`src/rtl/risc_ctrl_seq_if.sv`:
```
// ---------------------------------------------------------------------------
// risc_ctrl_seq_if
// Bundles the sequencer's decode inputs and its control strobes to the
// PC/IR/ALU/memory datapath of the 8-bit RISC processor.
//   master : the sequencer (consumes opcode/zero, drives strobes + phase)
//   slave  : the datapath side (drives opcode/zero, consumes strobes)
// Signals:
//   opcode  IR[7:5]            zero    accumulator == 0
//   fch     1 = PC addr, 0 = IR operand addr
//   rd/wr   memory read enable / write strobe
//   ld_ir/ld_ac/ld_pc/inc_pc   register load / PC control strobes
//   data_e  accumulator onto data bus
//   halt    processor halted   phase   current sequencer phase
// ---------------------------------------------------------------------------
interface risc_ctrl_seq_if #(
  parameter int OP_W = 3,
  parameter int PH_W = 3
);
  logic [OP_W-1:0] opcode;
  logic            zero;
  logic            fch;
  logic            rd;
  logic            wr;
  logic            ld_ir;
  logic            ld_ac;
  logic            ld_pc;
  logic            inc_pc;
  logic            data_e;
  logic            halt;
  logic [PH_W-1:0] phase;

  modport master (
    input  opcode, zero,
    output fch, rd, wr, ld_ir, ld_ac, ld_pc, inc_pc, data_e, halt, phase
  );

  modport slave (
    output opcode, zero,
    input  fch, rd, wr, ld_ir, ld_ac, ld_pc, inc_pc, data_e, halt, phase
  );
endinterface

```
`src/rtl/risc_ctrl_seq.sv`:
```
// ---------------------------------------------------------------------------
// risc_ctrl_seq
// Instruction sequencer for the 8-bit RISC processor. Each instruction takes
// eight phases (fetch in 0-3, execute in 4-7). Outputs are a combinational
// decode of {phase, opcode, zero, halted}; HLT freezes the sequencer in
// phase 4 until reset.
// Ports:
//   clk  in  single clock, rising edge
//   rst  in  synchronous, active-high reset; forces all outputs to 0
//   bus  risc_ctrl_seq_if.master: opcode/zero in, strobes/halt/phase out
// ---------------------------------------------------------------------------
module risc_ctrl_seq #(
  parameter int OP_W = 3,
  parameter int PH_W = 3
) (
  input  logic            clk,
  input  logic            rst,
  risc_ctrl_seq_if.master bus
);

  typedef enum logic [PH_W-1:0] {
    S_INST_ADDR  = PH_W'(0),
    S_INST_FETCH = PH_W'(1),
    S_INST_LOAD  = PH_W'(2),
    S_IDLE       = PH_W'(3),
    S_OP_ADDR    = PH_W'(4),
    S_OP_FETCH   = PH_W'(5),
    S_ALU_OP     = PH_W'(6),
    S_STORE      = PH_W'(7)
  } phase_e;

  localparam logic [OP_W-1:0] OP_HLT = OP_W'(0);
  localparam logic [OP_W-1:0] OP_SKZ = OP_W'(1);
  localparam logic [OP_W-1:0] OP_ADD = OP_W'(2);
  localparam logic [OP_W-1:0] OP_AND = OP_W'(3);
  localparam logic [OP_W-1:0] OP_XOR = OP_W'(4);
  localparam logic [OP_W-1:0] OP_LDA = OP_W'(5);
  localparam logic [OP_W-1:0] OP_STO = OP_W'(6);
  localparam logic [OP_W-1:0] OP_JMP = OP_W'(7);

  phase_e r_phase;
  logic   r_halted;

  phase_e w_phase_nxt;
  logic   w_halted_nxt;
  logic   w_aluop, w_skz, w_sto, w_jmp, w_hlt;
  logic   w_fch, w_rd, w_wr, w_ld_ir, w_ld_ac, w_ld_pc, w_inc_pc, w_data_e, w_halt;

  always_ff @(posedge clk) begin
    if (rst) begin
      r_phase  <= S_INST_ADDR;
      r_halted <= 1'b0;
    end else begin
      r_phase  <= w_phase_nxt;
      r_halted <= w_halted_nxt;
    end
  end

  always_comb begin
    w_aluop = (bus.opcode == OP_ADD) || (bus.opcode == OP_AND) ||
              (bus.opcode == OP_XOR) || (bus.opcode == OP_LDA);
    w_skz   = (bus.opcode == OP_SKZ);
    w_sto   = (bus.opcode == OP_STO);
    w_jmp   = (bus.opcode == OP_JMP);
    w_hlt   = (bus.opcode == OP_HLT);
  end

  always_comb begin
    w_phase_nxt  = r_phase;
    w_halted_nxt = r_halted;
    w_fch        = 1'b0;
    w_rd         = 1'b0;
    w_wr         = 1'b0;
    w_ld_ir      = 1'b0;
    w_ld_ac      = 1'b0;
    w_ld_pc      = 1'b0;
    w_inc_pc     = 1'b0;
    w_data_e     = 1'b0;
    w_halt       = 1'b0;

    if (r_halted) begin
      // Parked in phase 4: only halt stays up, and only reset leaves.
      w_halt = 1'b1;
    end else begin
      case (r_phase)
        S_INST_ADDR: begin
          w_fch       = 1'b1;
          w_phase_nxt = S_INST_FETCH;
        end
        S_INST_FETCH: begin
          w_fch       = 1'b1;
          w_rd        = 1'b1;
          w_phase_nxt = S_INST_LOAD;
        end
        S_INST_LOAD: begin
          w_fch       = 1'b1;
          w_rd        = 1'b1;
          w_ld_ir     = 1'b1;
          w_phase_nxt = S_IDLE;
        end
        S_IDLE: begin
          w_fch       = 1'b1;
          w_rd        = 1'b1;
          w_ld_ir     = 1'b1;
          w_phase_nxt = S_OP_ADDR;
        end
        S_OP_ADDR: begin
          // inc_pc fires once here even for HLT; the halted flag then
          // suppresses it on every following cycle.
          w_inc_pc = 1'b1;
          if (w_hlt) begin
            w_halt       = 1'b1;
            w_halted_nxt = 1'b1;
            w_phase_nxt  = S_OP_ADDR;
          end else begin
            w_phase_nxt = S_OP_FETCH;
          end
        end
        S_OP_FETCH: begin
          w_rd        = w_aluop;
          w_phase_nxt = S_ALU_OP;
        end
        S_ALU_OP: begin
          w_rd        = w_aluop;
          w_inc_pc    = w_skz & bus.zero;
          w_ld_pc     = w_jmp;
          // data_e leads wr by a cycle so the bus is settled before the write.
          w_data_e    = w_sto;
          w_phase_nxt = S_STORE;
        end
        S_STORE: begin
          w_rd        = w_aluop;
          w_ld_ac     = w_aluop;
          w_ld_pc     = w_jmp;
          w_inc_pc    = w_jmp;
          w_wr        = w_sto;
          w_data_e    = w_sto;
          w_phase_nxt = S_INST_ADDR;
        end
        default: w_phase_nxt = S_INST_ADDR;
      endcase
    end
  end

  // Reset masks every output so no strobe completes while it is held.
  assign bus.fch    = w_fch    & ~rst;
  assign bus.rd     = w_rd     & ~rst;
  assign bus.wr     = w_wr     & ~rst;
  assign bus.ld_ir  = w_ld_ir  & ~rst;
  assign bus.ld_ac  = w_ld_ac  & ~rst;
  assign bus.ld_pc  = w_ld_pc  & ~rst;
  assign bus.inc_pc = w_inc_pc & ~rst;
  assign bus.data_e = w_data_e & ~rst;
  assign bus.halt   = w_halt   & ~rst;
  assign bus.phase  = rst ? PH_W'(0) : r_phase;

endmodule

```
`src/flat_wrapper.sv`:
```
// flat-port wrapper written by rule: the top's interface ports become plain ports
module risc_ctrl_seq_flat 
#(
  parameter int OP_W = 3,
  parameter int PH_W = 3
)
  (clk, rst, bus_opcode, bus_zero, bus_fch, bus_rd, bus_wr, bus_ld_ir, bus_ld_ac, bus_ld_pc, bus_inc_pc, bus_data_e, bus_halt, bus_phase);
  risc_ctrl_seq_if #(.OP_W(OP_W), .PH_W(PH_W)) bus_i ();
  input  logic clk;
  input  logic rst;
  input wire logic [$bits(bus_i.opcode)-1:0] bus_opcode;
  input wire logic [$bits(bus_i.zero)-1:0] bus_zero;
  output wire logic [$bits(bus_i.fch)-1:0] bus_fch;
  output wire logic [$bits(bus_i.rd)-1:0] bus_rd;
  output wire logic [$bits(bus_i.wr)-1:0] bus_wr;
  output wire logic [$bits(bus_i.ld_ir)-1:0] bus_ld_ir;
  output wire logic [$bits(bus_i.ld_ac)-1:0] bus_ld_ac;
  output wire logic [$bits(bus_i.ld_pc)-1:0] bus_ld_pc;
  output wire logic [$bits(bus_i.inc_pc)-1:0] bus_inc_pc;
  output wire logic [$bits(bus_i.data_e)-1:0] bus_data_e;
  output wire logic [$bits(bus_i.halt)-1:0] bus_halt;
  output wire logic [$bits(bus_i.phase)-1:0] bus_phase;
  assign bus_i.opcode = bus_opcode;
  assign bus_i.zero = bus_zero;
  assign bus_fch = bus_i.fch;
  assign bus_rd = bus_i.rd;
  assign bus_wr = bus_i.wr;
  assign bus_ld_ir = bus_i.ld_ir;
  assign bus_ld_ac = bus_i.ld_ac;
  assign bus_ld_pc = bus_i.ld_pc;
  assign bus_inc_pc = bus_i.inc_pc;
  assign bus_data_e = bus_i.data_e;
  assign bus_halt = bus_i.halt;
  assign bus_phase = bus_i.phase;
  risc_ctrl_seq #(.OP_W(OP_W), .PH_W(PH_W)) u_core (.clk(clk), .rst(rst), .bus(bus_i));
endmodule
```
`config.mk`:
```
export PLATFORM = sky130hd
export DESIGN_NAME = risc_ctrl_seq_flat
export DESIGN_NICKNAME = d
export VERILOG_FILES = /design/src/rtl/risc_ctrl_seq_if.sv /design/src/rtl/risc_ctrl_seq.sv /design/src/flat_wrapper.sv
export SDC_FILE = /design/constraint.sdc
export NUM_CORES = 1
export LEC_CHECK = 0
export ABC_AREA = 0
export BUFFER_PORTS_ARGS = -buffer_cell sky130_fd_sc_hd__buf_2
export CAP_MARGIN = 5
export CORE_AREA = 10 10 47 49
export CTS_CLUSTER_SIZE = 28
export DETAILED_ROUTE_END_ITERATION = 8
export DIE_AREA = 0 0 57 59
export SLEW_MARGIN = 40
export SYNTH_ARGS = -nofsm -noshare
export SYNTH_HDL_FRONTEND = slang
export SYNTH_SLANG_ARGS = --single-unit
```
`constraint.sdc`:
```
create_clock -name clk -period 4.2 [get_ports clk]
set_clock_uncertainty 0.15 [all_clocks]
set_input_delay 0.84 -clock clk [delete_from_list [all_inputs] [get_ports clk]]
set_output_delay 0.84 -clock clk [all_outputs]
set_load 0.02 [all_outputs]
```
==> reports/results.ini, run 1 <==
[run_status]
status = complete, no violations

[clock_network]
clock-sinks = 4
path_clk_slew_ns = 0.04
clock_path_buffers = 2
clock-root-buffer = clkbuf_4
clock_latency_ns = 0.23
postCtsSetupBuffers = 0
hold_buffers = 0
cts_made_buffers = 3
h-tree-depth = 1
cts_tree = yes
cts_resized = 0

[critical_path]
rr_worst_depth = 4
required_ns = 3.21
endpoint = bus_rd
worst_setup_path_start_kind = primary input
r2r_start = u_core.r_phase[0]
r2r-end = u_core.r_phase[2]
crit_slowest_cell = or4_1
startpoint = rst
worstSetupPathType = primary input to output pin
worst-path-stages = 4
cp.arrival_ns = 1.81
path_cells = buf_2 > or4_1 > a21oi_1 > buf_2
path_max_fanout = 12
max_stage_delay_ns = 0.50
crit_buf_inv = 2
crit_top_cell = buf_2
cp_top_family = simple AND/OR/NAND/NOR gates
r2r_slack_ns = 2.75
crit_path_end_kind = output pin

[place]
post-dp-hpwl_um = 909
pre_cts_slack_ns = 1.39
place_congestion = 0.796
placed_cells = 83
portBuffers = 17

[layout]
stdcell_count = 86
final_core_util = 0.358
final_cell_mix = 17 x buf_2, 7 x nor2_1, 6 x a21oi_1
area_delta_synth_final_pct = 25.3
seq_area_um2 = 80.1
drive_gt1_frac = 0.286
nets = 83
multiInputGateArea_um2 = 279
final_common_cell = buf_2
fillerInstances = 165
antennaDiodeCount = 0

[flow_run]
drv_cap = 0

[pwr]
switching_share = 0.448
cellPowerDensity_nw_per_um2 = 451
p_clk_frac = 0.213
power.switching_mw = 0.101
power_mw = 0.226
internal_power_mw = 0.125
ir_drop_v = 0.000252
combPwrFrac = 0.533
pwr-share-seq = 0.255
p_leak_nw = 0.231

[sta]
worstMarginPinSlew_ns = 0.346
max_freq_mhz = 357
setup_viol = 0
max_slew_margin = 0.764
fin_setup_tns_ns = 0
min_period_ns = 2.80
maxSlewViolCount = 0
finalHoldViolCount = 0
fin_crit_sh = 0.668
rsz0062_at_grt = false
timing.final.ws_setup_ns = 1.40

[synth]
syn_nets = 64
synthCells = 53
yosysSeqAreaShare = 0.200
synth-seq-cells = 4
synth.distinct_cells = 23
syn-cell-area_um2 = 400
yosys_warnings = 0
syn-mean-instance-area_um2 = 7.55

[routing]
dr.pass1.iters = 4
drtAntennaViolNets = 0
routed_via_density = 4.94
drtIter0Drc = 19
top_layer_used = met3
drc = 0
wl_per_cell_um = 13.2
dr_wl_met2_um = 534
drt-met1-wl_um = 571
wl_met3_um = 28
wirelength_um = 1140
vias = 425

[worst_hold_path]
hold_path_class = register to register

[global_routing]
grt_max_degree = 13
grt_antenna_before_repair = 0
grt_use_total = 0.0672
grt_pass1_vias = 426
grt_pass1_wl_um = 1890
grt_overflow = 0

[die]
rows = 14
die_y_um = 59
fp.coreArea_um2 = 1400
initial_core_util = 0.286
die_w_um = 57
dieArea_um2 = 3360
io_pins = 18

-- worst reg2reg max path: stages (launching register included) --
cell and delay [ns]:
dfxtp_1 0.36, inv_1 0.12, ha_1 0.29, nor3_1 0.28, a311oi_1 0.12
-- registers in the layout, indices dropped and copies added, names as in the netlist --
signal and flops:
u_core.r_phase 3, u_core.r_halted 1
-- worst min-delay path by stage --
stage                           start                 to  cells after the start  slack, ns
floorplan           u_core.r_phase[1]  u_core.r_phase[1]                      2       0.37
detailed placement  u_core.r_phase[1]  u_core.r_phase[1]                      2       0.42
global route        u_core.r_phase[1]  u_core.r_phase[1]                      2       0.49
finish              u_core.r_phase[1]  u_core.r_phase[1]                      2       0.42
CTS                 u_core.r_phase[1]  u_core.r_phase[1]                      2       0.42
global placement    u_core.r_phase[1]  u_core.r_phase[1]                      2       0.41
-- metrics by stage --
step	cell area, µm²	hold WS [ns]
floorplan	400	0.368
global placement	479	0.411
detailed placement	479	0.421
CTS	502	0.425
global route	502	0.494
finish	502	0.417
-- power by group through the flow --
stage	clock, mW	sequential (mW)	combinational, mW
after global placement	0	0.0572	0.119
after floorplan	0	0.0525	0.0948
after CTS	0.0503	0.0577	0.122
after global routing	0.0538	0.0595	0.136
final	0.0481	0.0576	0.120
after detailed placement	0	0.0579	0.122
-- kinds of logic (layout without fill, tap and decap cells) --
family                   count (synthesis)  in the layout  share of synthesized area
AO/OA/AOI/OAI                           10             10                      0.159
XOR/XNOR                                 1              1                     0.0219
adder cells (fa/ha/maj)                  5              5                      0.156
buffers and inverters                    7             24                      0.103
flip-flops                               4              4                      0.200
multiplexers                             1              1                     0.0250
AND/OR/NAND/NOR                         25             25                      0.334
-- synthesized netlist by cell type --
cell type,n,share of area
a2111oi_0,1,0.022
a21oi_1,6,0.075
a311oi_1,1,0.022
a41oi_1,1,0.022
and3_1,2,0.031
buf_6,2,0.056
clkbuf_1,1,0.0094
dfxtp_1,4,0.20
ha_1,5,0.16
inv_1,4,0.037
mux2i_1,1,0.025
nand2_1,3,0.028
nand3_1,2,0.025
nand4_1,1,0.016
nor2_1,7,0.066
nor2b_1,2,0.031
nor3_1,2,0.025
nor3b_1,1,0.019
nor4_1,2,0.031
nor4b_1,2,0.044
o211ai_1,1,0.019
or4_1,1,0.019
xnor2_1,1,0.022
-- routing by layer --
metal / vias to the layer above / track usage
li1: 225 / -
met1: 186 / 0.0788
met2: 14 / 0.109
met3: 0 / 0.0279
met4: 0 / 0.0201
met5: - / 0
-- area by class of cell --
class | instances | area share
repair buffers | 17 | 0.170
multi-input cells | 42 | 0.556
inverters | 4 | 0.0299
clock buffers | 3 | 0.0449
flip-flops and latches | 4 | 0.160
well taps | 16 | 0.0399
Note: power is estimated with default switching activity, not from simulation.
==> run 2, diff against run 1 <==
--- a/config.mk
+++ b/config.mk
@@ -5,7 +5,7 @@
 export SDC_FILE = /design/constraint.sdc
 export NUM_CORES = 1
 export LEC_CHECK = 0
-export ABC_AREA = 0
+export ABC_AREA = 1
 export BUFFER_PORTS_ARGS = -buffer_cell sky130_fd_sc_hd__buf_2
 export CAP_MARGIN = 5
 export CORE_AREA = 10 10 47 49
==> constraint.sdc (replaced) <==
create_clock -name clk -period 2.3 [get_ports clk]
set_clock_uncertainty 0.15 [all_clocks]
set_input_delay 0.46 -clock clk [delete_from_list [all_inputs] [get_ports clk]]
set_output_delay 0.46 -clock clk [all_outputs]
set_load 0.02 [all_outputs]
==> run 2 against run 1 <==
Total power is 110% higher. Cell area rose by 4.5%. Worst setup slack lost 1.2 ns. Count of clock-buffer cells in the layout is the same. Sequential power grew 98%. Flip-flop and latch count stayed put. Synthesized cell count is 28% higher. Cell count is 20% higher. Die area stayed put. Combinational power rose by 130%. Sequential share of layout area decreased by 0.69 points. Critical path type is now register to output pin.
==> reports/results.ini, run 2 <==
[run_status]
status = complete, no violations

[critical_path]
cp.arrival_ns = 1.50
required_ns = 1.69
crit_path_end_kind = output pin
rr_worst_depth = 7
worstSetupPathType = register to output pin
path_max_fanout = 4
worst_setup_path_start_kind = register

[layout]
reg_top3 = u_core.r_phase x3, u_core.r_halted x1
multiInputGateArea_um2 = 279
final_common_cell = nand2_1
antennaDiodeCount = 0
seq_area_um2 = 80.1
final_cell_mix = 19 x nand2_1, 17 x buf_2, 12 x nor2_1
fillerInstances = 165
stdcell_count = 103
drive_gt1_frac = 0.276
nets = 100
area_delta_synth_final_pct = 28.5
regMostFlops = u_core.r_phase
largest_register_ffs = 3

[global_routing]
grt_max_degree = 10
grt_pass1_vias = 455
grt_overflow = 0
grt_pass1_wl_um = 1840
grt_use_total = 0.0658
grt_antenna_before_repair = 0

[sta]
maxSlewViolCount = 0
max_slew_margin = 0.812
finalHoldViolCount = 0
hold_slack_ns = 0.334
setup_viol = 0
fin_setup_tns_ns = 0
max_freq_mhz = 473
rsz0062_at_grt = false
worstMarginPinSlew_ns = 0.282
fin_crit_sh = 0.919
min_period_ns = 2.11

[routing]
wirelength_um = 1050
routed_via_density = 4.50
drc = 0
dr.pass1.iters = 3
wl_per_cell_um = 10.2
drtAntennaViolNets = 0
drtIter0Drc = 5
vias = 463

[synth]
syn_nets = 79
synth_common_cells = 19 x nand2_1, 12 x nor2_1, 9 x inv_1
syn-cell-area_um2 = 408
synth-edff-count = 0
synth_top_cell_area_share = 0.196
synth.distinct_cells = 15
yosys_warnings = 0
synth-main-ff-cell = dfxtp_1
synth_top_cell_by_area = dfxtp_1
yosysSeqAreaShare = 0.196
synth-seq-cells = 4
syn-mean-instance-area_um2 = 6.00
synth_most_common_cell = nand2_1
async_flop_share = 0
synthCells = 68
synthTopCellsByArea = dfxtp_1 20%, nand2_1 17%, ha_1 15%, nor2_1 11%, inv_1 8.3%

[clock_network]
clock-root-buffer = clkbuf_4
clock_latency_ns = 0.24
clock_path_buffers = 2
clock-sinks = 4
cts_resized = 0
h-tree-depth = 1
cts_made_buffers = 3
cts_tree = yes
path_clk_slew_ns = 0.04
hold_buffers = 0
postCtsSetupBuffers = 0

[place]
placed_cells = 100
post-dp-hpwl_um = 925
portBuffers = 17
place_congestion = 0.712

[pwr]
p_clk_frac = 0.184
internal_power_mw = 0.248
cellPowerDensity_nw_per_um2 = 897
switching_share = 0.472
p_leak_nw = 0.308
power.switching_mw = 0.222
pwr-share-seq = 0.242
combPwrFrac = 0.574
ir_drop_v = 0.000439

[die]
io_pins = 18
initial_core_util = 0.291
fp.coreArea_um2 = 1400
dieArea_um2 = 3360
die_y_um = 59
die_w_um = 57
rows = 14

[worst_hold_path]
hold_path_class = primary input to register
whs_path_depth = 2

[flow_run]
drv_cap = 0

-- run 2: cell types whose count changed in the layout (fill, tap and decap cells not counted), sizes merged, moves of 2 or more --
| cell | previous run | this run |
|---|---|---|
| nor4b | 2 | 0 |
| a21oi | 6 | 4 |
| nand2 | 3 | 19 |
| nor4 | 2 | 0 |
| nor2 | 7 | 14 |
| inv | 4 | 10 |
| nand3 | 2 | 4 |
| and3 | 2 | 0 |
| nor2b | 2 | 0 |
| o21ai | 0 | 3 |
-- run 2: worst paths after layout --
check,start,endpoint,slack [ns]
max,u_core.r_phase[0],bus_inc_pc,0.19
min,rst,u_core.r_halted,0.33
max reg2reg,u_core.r_phase[0],u_core.r_phase[0],0.93
min reg2reg,u_core.r_halted,u_core.r_phase[2],0.38
-- run 2: power groups by stage --
stage / registers, mW / clock network [mW] / logic, mW
after global routing: 0.118 / 0.0955 / 0.315
final: 0.114 / 0.0865 / 0.270
after floorplan: 0.105 / 0 / 0.219
after detailed placement: 0.116 / 0 / 0.275
after global placement: 0.116 / 0 / 0.275
after CTS: 0.114 / 0.0897 / 0.276
-- run 2: final cells by class --
| class | count | share of cell area |
|---|---|---|
| Multi-Input combinational cell | 53 | 0.532 |
| Sequential cell | 4 | 0.153 |
| Timing Repair Buffer | 17 | 0.162 |
| Inverter | 10 | 0.0716 |
| Clock buffer | 3 | 0.0430 |
| Tap cell | 16 | 0.0382 |
-- run 2: per-stage QoR --
| stage | instance area (µm²) | worst slack [ns] | util | total power [mW] |
|---|---|---|---|---|
| finish | 524 | 0.186 | 0.374 | 0.470 |
| global route | 524 | 0.00709 | 0.374 | 0.528 |
| CTS | 524 | 0.164 | 0.374 | 0.480 |
| detailed placement | 502 | 0.415 | 0.358 | 0.391 |
| global placement | 502 | 0.434 | 0.358 | 0.391 |
| floorplan | 408 | 0.421 | - | 0.323 |
-- run 2: kinds of logic after synthesis --
kind of cell	after synthesis	synth area share
and+or+nand+nor	40	0.414
adders and majority gates	5	0.153
buffers and inverters	11	0.120
DFF	4	0.196
AOI/OAI and AO/OA	8	0.117
-- run 2: layer usage --
metal / track usage / vias to the layer above / wire length [µm]
met1: 0.0740 / 191 / 502
li1: - / 252 / -
met4: 0.0503 / 0 / 27
met5: 0 / - / 0
met2: 0.0961 / 18 / 408
met3: 0.0279 / 2 / 113
-- run 2: worst max-delay path, cell delays in order, from the launching register on --
cell	delay, ns
dfxtp_1	0.31
inv_1	0.12
ha_1	0.21
nand2_1	0.11
nand2_1	0.09
nand2_1	0.07
nor2_1	0.10
nand2_1	0.05
nand2_1	0.05
buf_2	0.15
